## src/rtl/wb_stage_ctrl.sv

```systemverilog
// wb_stage_ctrl: registered MEM/WB writeback stage.
// Holds one MEM/WB entry, stalls on loads until memory data returns, and
// selects register-file write data by the held opcode class.
//
// Ports:
//   clk, rst_n            clock, asynchronous active-low reset
//   in_valid / in_ready   MEM-stage handshake (ready low only while a load waits)
//   flush                 kill held/incoming entry (next state EMPTY)
//   instr                 instruction word, opcode = instr[15:11]
//   wr_en_in, waddr_in    destination write enable / register
//   alu_result, rs,
//   pc_add2               candidate write-back operands
//   flag_zero/lt/lte/ovf  compare/carry flags
//   mem_rvalid, mem_rdata load data return
//   rf_we, rf_waddr,
//   rf_wdata              register-file write port
//   fwd_valid             forwarding entry valid (equals rf_we)
//   stall_cnt             saturating count of cycles stalled in WAIT_MEM
module wb_stage_ctrl #(
  parameter int unsigned DATA_W = 16,
  parameter int unsigned ADDR_W = 3,
  parameter int unsigned CNT_W  = 16
) (
  input  logic              clk,
  input  logic              rst_n,
  input  logic              in_valid,
  output logic              in_ready,
  input  logic              flush,
  input  logic [15:0]       instr,
  input  logic              wr_en_in,
  input  logic [ADDR_W-1:0] waddr_in,
  input  logic [DATA_W-1:0] alu_result,
  input  logic [DATA_W-1:0] rs,
  input  logic [DATA_W-1:0] pc_add2,
  input  logic              flag_zero,
  input  logic              flag_lt,
  input  logic              flag_lte,
  input  logic              flag_ovf,
  input  logic              mem_rvalid,
  input  logic [DATA_W-1:0] mem_rdata,
  output logic              rf_we,
  output logic [ADDR_W-1:0] rf_waddr,
  output logic [DATA_W-1:0] rf_wdata,
  output logic              fwd_valid,
  output logic [CNT_W-1:0]  stall_cnt
);

  typedef enum logic [1:0] {
    S_EMPTY    = 2'd0,
    S_WAIT_MEM = 2'd1,
    S_FULL     = 2'd2
  } state_t;

  localparam logic [4:0] OP_LD = 5'b10001;

  state_t              state;
  logic [4:0]          op_q;
  logic [7:0]          imm_q;
  logic                wr_en_q;
  logic [ADDR_W-1:0]   waddr_q;
  logic [DATA_W-1:0]   alu_q;
  logic [DATA_W-1:0]   rs_q;
  logic [DATA_W-1:0]   pc_q;
  logic [DATA_W-1:0]   mem_q;
  logic [3:0]          flags_q;   // {ovf, lte, lt, zero}
  logic [DATA_W-1:0]   btr_val;

  // instr[10:8] carries register specifiers not needed at writeback.
  logic unused_instr_bits;
  assign unused_instr_bits = ^instr[10:8];

  assign in_ready  = (state != S_WAIT_MEM);
  assign rf_we     = (state == S_FULL) && wr_en_q;
  assign fwd_valid = rf_we;
  assign rf_waddr  = waddr_q;

  always_ff @(posedge clk or negedge rst_n) begin
    if (!rst_n) begin
      state     <= S_EMPTY;
      op_q      <= '0;
      imm_q     <= '0;
      wr_en_q   <= 1'b0;
      waddr_q   <= '0;
      alu_q     <= '0;
      rs_q      <= '0;
      pc_q      <= '0;
      mem_q     <= '0;
      flags_q   <= '0;
      stall_cnt <= '0;
    end else if (flush) begin
      state <= S_EMPTY;
    end else begin
      case (state)
        S_WAIT_MEM: begin
          if (mem_rvalid) begin
            mem_q <= mem_rdata;
            state <= S_FULL;
          end else if (stall_cnt != '1) begin
            stall_cnt <= stall_cnt + CNT_W'(1);
          end
        end
        default: begin
          // EMPTY or FULL: in_ready is high and flush is low here, so
          // in_valid alone means accept. A FULL entry always retires.
          if (in_valid) begin
            op_q    <= instr[15:11];
            imm_q   <= instr[7:0];
            wr_en_q <= wr_en_in;
            waddr_q <= waddr_in;
            alu_q   <= alu_result;
            rs_q    <= rs;
            pc_q    <= pc_add2;
            flags_q <= {flag_ovf, flag_lte, flag_lt, flag_zero};
            if (instr[15:11] == OP_LD) begin
              if (mem_rvalid) begin
                mem_q <= mem_rdata;
                state <= S_FULL;
              end else begin
                state <= S_WAIT_MEM;
              end
            end else begin
              state <= S_FULL;
            end
          end else begin
            state <= S_EMPTY;
          end
        end
      endcase
    end
  end

  always_comb begin
    btr_val = '0;
    for (int unsigned i = 0; i < DATA_W; i++) begin
      btr_val[i] = rs_q[DATA_W-1-i];
    end
  end

  always_comb begin
    rf_wdata = alu_q;
    casez (op_q)
      5'b010??, 5'b101??, 5'b10011, 5'b11010, 5'b11011: rf_wdata = alu_q;
      5'b11000: rf_wdata = {{(DATA_W-8){imm_q[7]}}, imm_q};
      5'b11001: rf_wdata = btr_val;
      5'b10010: rf_wdata = {rs_q[DATA_W-9:0], imm_q};
      5'b10001: rf_wdata = mem_q;
      5'b11100: rf_wdata = {{(DATA_W-1){1'b0}}, flags_q[0]};
      5'b11101: rf_wdata = {{(DATA_W-1){1'b0}}, flags_q[1]};
      5'b11110: rf_wdata = {{(DATA_W-1){1'b0}}, flags_q[2]};
      5'b11111: rf_wdata = {{(DATA_W-1){1'b0}}, flags_q[3]};
      5'b00110, 5'b00111: rf_wdata = pc_q;
      default: rf_wdata = alu_q;
    endcase
  end

endmodule
```

## config.mk

```make
export PLATFORM = sky130hd
export DESIGN_NAME = wb_stage_ctrl
export DESIGN_NICKNAME = d
export VERILOG_FILES = /design/src/rtl/wb_stage_ctrl.sv
export SDC_FILE = /design/constraint.sdc
export NUM_CORES = 1
export LEC_CHECK = 0
export CELL_PAD_IN_SITES_DETAIL_PLACEMENT = 1
export CELL_PAD_IN_SITES_GLOBAL_PLACEMENT = 1
export CORE_MARGIN = 2
export CORE_UTILIZATION = 38
export DETAILED_ROUTE_END_ITERATION = 10
export HOLD_SLACK_MARGIN = 0.05
export PLACE_DENSITY = 0.76
export SKIP_CTS_REPAIR_TIMING = 1
export SLEW_MARGIN = 20
export SYNTH_ARGS = -nofsm -noshare
export SYNTH_HDL_FRONTEND = slang
export SYNTH_SLANG_ARGS = --single-unit
```

## constraint.sdc

```tcl
create_clock -name clk -period 2.7 [get_ports clk]
set_clock_uncertainty 0.1 [all_clocks]
set_input_delay 0.27 -clock clk [delete_from_list [all_inputs] [get_ports clk]]
set_output_delay 0.27 -clock clk [all_outputs]
set_load 0.03 [all_outputs]
```

==> key figures, run 1 <==
Outcome
  • Status: finished clean

Die
  • Ports: 131
  • Die Y: 116 um
  • Initial Util: 0.392
  • Row Count: 40
  • Die Area: 13400 um2
  • Chip width: 116 um
  • Area of the core: 12100 um2

Setup path
  • WS Path Type: register to output pin
  • Critical Path Sink Type: output pin
  • Req. time, crit path: 2.33 ns
  • Critical path fanouts, max: 21
  • CP Launch Type: register
  • Arr. time, crit path: 2.22 ns

Finish
  • Storage element area: 2580 um2
  • FILL cells: 1251
  • Area Overhead vs Synth: 39.5%
  • Ant. Diodes: 0
  • Most frequent cells in the layout: 110 x clkdlybuf4s50_1, 103 x dfrtp_1, 93 x mux2_2
  • Share of cells above drive strength 1: 0.306
  • Multi-input logic area: 2080 um2
  • Fin cells: 664
  • Most common cell after layout, fill and taps aside: clkdlybuf4s50_1
  • Nets: 585

Logic synthesis
  • Post-synth top area share: 0.543
  • Syn_area_per_cell: 13.4 um2
  • Post-Synthesis Cells: 354
  • Syn_nets: 448
  • Synth top area cells: dfrtp_1 54%, mux2_2 22%, a222oi_1 3.2%
  • Netlist cell types: 45
  • Yosys warns: 0
  • Seq/Total Area, Yosys: 0.543
  • Ys async rst share: 1.00
  • Post-synth EDFFs: 0
  • Most used DFF post-synth: dfrtp_1
  • Yosys top cell by area: dfrtp_1
  • Yosys reg bits: 103
  • Cell area after synthesis: 4750 um2

Power and ir drop
  • Clock network fraction of design power: 0.332
  • Maximum vdd drop: 0.433 mV
  • Sw frac: 0.269
  • P_leak: 0.00278 uW
  • Sequential power share: 0.428
  • Power Density: 645 nW/um2
  • Int Pwr: 3120 uW
  • P_sw: 1150 uW
  • Combinational Power Share: 0.240

Clocking
  • Maximum clock path buffer count: 2
  • Clk slew on worst S/H paths: 0.07 ns
  • CTS tree: built
  • Worst-skew pair later-pin latency: 0.34 ns
  • Total CTS buffers: 9
  • Sink Count: 103
  • Htree depth: 3
  • Root Buffer Master: clkbuf_16

Run
  • Max_cap viols: 0

Place
  • Routability cong.: 0.770
  • Port bufs: 127
  • Inst Count DP: 647
  • Hpwl dp: 9210 um

Global routing
  • Vias in the first global route: 3784
  • First-pass GRT wire length: 19900 um
  • Initial antenna violation count: 0
  • Largest net degree at the start of global routing: 41
  • GRT Util Overall: 0.195
  • Overflow after GRT: 0

Route
  • Initial DRC count: 202
  • Vias per inst: 5.22
  • DRT Wirelength: 12600 um
  • Antenna-violating nets left: 0
  • DR pass1 iterations: 6
  • Post-DR wirelength/cell: 18.9 um
  • Vias: 3463
  • DRC violations left: 0

STA
  • Final hold vios: 0
  • FMAX: 387 MHz
  • Min Hold Slack: 0.340 ns
  • Worst-Margin Slew: 0.584 ns
  • RSZ-0062 raised after global routing: no
  • Setup TNS: 0 ns
  • Relative slew margins: 0.609
  • Finish-stage setup viols: 0
  • Final Max Tran Viols: 0
  • Final Critical Period: 2.59 ns
  • Part of the cycle the worst path needs: 0.958

Hold path
  • Hold crit path type: input pin to async pin
-- flip-flops by register name, summed over array words and instances (netlist names) --
register   count
op_q           5
rf_waddr       3
state          2
rs_q          16
flags_q        4
imm_q          8
mem_q         16
pc_q          16
wr_en_q        1
stall_cnt     16
alu_q         16
-- area by class of cell --
class | instances | area share
Clock inverter | 3 | 0.00983
Sequential cell | 103 | 0.389
Timing Repair Buffer | 142 | 0.211
Inverter | 9 | 0.00510
Clock buffer | 13 | 0.0393
Tap cell | 168 | 0.0317
Multi-Input combinational cell | 226 | 0.314
-- critical path: stages (launching register included) --
cell	delay [ns]
dfrtp_1	0.36
buf_6	0.23
mux2_2	0.37
a22o_1	0.20
a221o_1	0.27
mux2_2	0.27
buf_4	0.17
-- per-stage QoR --
stage	total power (uW)	utilization	area [um2]	setup slack, ns
finish	4270	0.547	6620	0.114
floorplan	2410	-	4750	0.471
detailed placement	2880	0.518	6270	0.119
CTS	4320	0.544	6590	-0.239
global route	4470	0.547	6620	0.0535
global placement	2840	0.518	6270	0.195
-- synthesized netlist by cell type (2+ instances only) --
cell,count
a21oi_1,8
a222oi_1,15
a2bb2oi_1,8
a31oi_1,2
and2_1,2
and3_1,3
and4_1,2
buf_2,11
clkbuf_1,2
dfrtp_1,103
inv_1,9
mux2_1,2
mux2_2,93
mux2i_1,7
nand2_1,19
nand2b_1,5
nand3_1,4
nand4_1,3
nor2_1,8
nor3_1,2
nor3b_2,3
o21ai_0,10
xnor2_1,9
xor2_1,3
-- power groups by stage --
stage	combinational (uW)	sequential [uW]	clock, uW
global route	1100	1850	1520
global placement	1000	1840	0
finish	1030	1830	1420
detailed placement	1030	1860	0
floorplan	570	1830	0
CTS	1030	1830	1450
-- path summary, 6_finish.rpt --
kind,startpoint,cells past startpoint,to,slack [ns]
min in group clk,alu_result[1],3,alu_q[1]$_DFFE_PN0P_,0.38
hold / removal,rst_n,2,imm_q[3]$_DFFE_PN0P_,0.34
setup reg to reg,state[1]$_DFFE_PN0P_,5,stall_cnt[7]$_DFFE_PN0P_,0.67
setup / recovery,op_q[3]$_DFFE_PN0P_,6,rf_wdata[0],0.11
hold reg to reg,mem_q[14]$_DFFE_PN0P_,1,mem_q[14]$_DFFE_PN0P_,0.39
max in group asynchronous,rst_n,3,imm_q[1]$_DFFE_PN0P_,1.42
-- routing by layer --
| metal | track usage | up-vias | routed length [um] |
|---|---|---|---|
| met5 | 0 | - | 0 |
| met1 | 0.246 | 1782 | 5350 |
| met4 | 0.0413 | 0 | 130 |
| li1 | - | 1582 | - |
| met2 | 0.337 | 90 | 6450 |
| met3 | 0.0565 | 9 | 621 |
-- logic make-up (layout without fill, tap and decap cells) --
kind of cell | after synthesis | after routing | share of synthesized area
DFF | 103 | 103 | 0.543
muxes | 103 | 103 | 0.245
buffers and inverters | 25 | 167 | 0.0250
xor gates and xnor gates | 12 | 12 | 0.0221
and+or+nand+nor | 61 | 61 | 0.0796
adders and majority gates | 1 | 1 | 0.00264
AOI/OAI and AO/OA | 49 | 49 | 0.0828
(Power assumes the default switching activity.)
==> run 2, diff against run 1 <==
--- a/config.mk
+++ b/config.mk
@@ -9,11 +9,11 @@
 export CELL_PAD_IN_SITES_GLOBAL_PLACEMENT = 1
 export CORE_MARGIN = 2
 export CORE_UTILIZATION = 38
+export CTS_CLUSTER_DIAMETER = 40
 export DETAILED_ROUTE_END_ITERATION = 10
 export HOLD_SLACK_MARGIN = 0.05
 export PLACE_DENSITY = 0.76
 export SKIP_CTS_REPAIR_TIMING = 1
-export SLEW_MARGIN = 20
 export SYNTH_ARGS = -nofsm -noshare
 export SYNTH_HDL_FRONTEND = slang
 export SYNTH_SLANG_ARGS = --single-unit
==> results of run 2 <==
The final DEF is identical to that of run 1; final timing and power are the same.
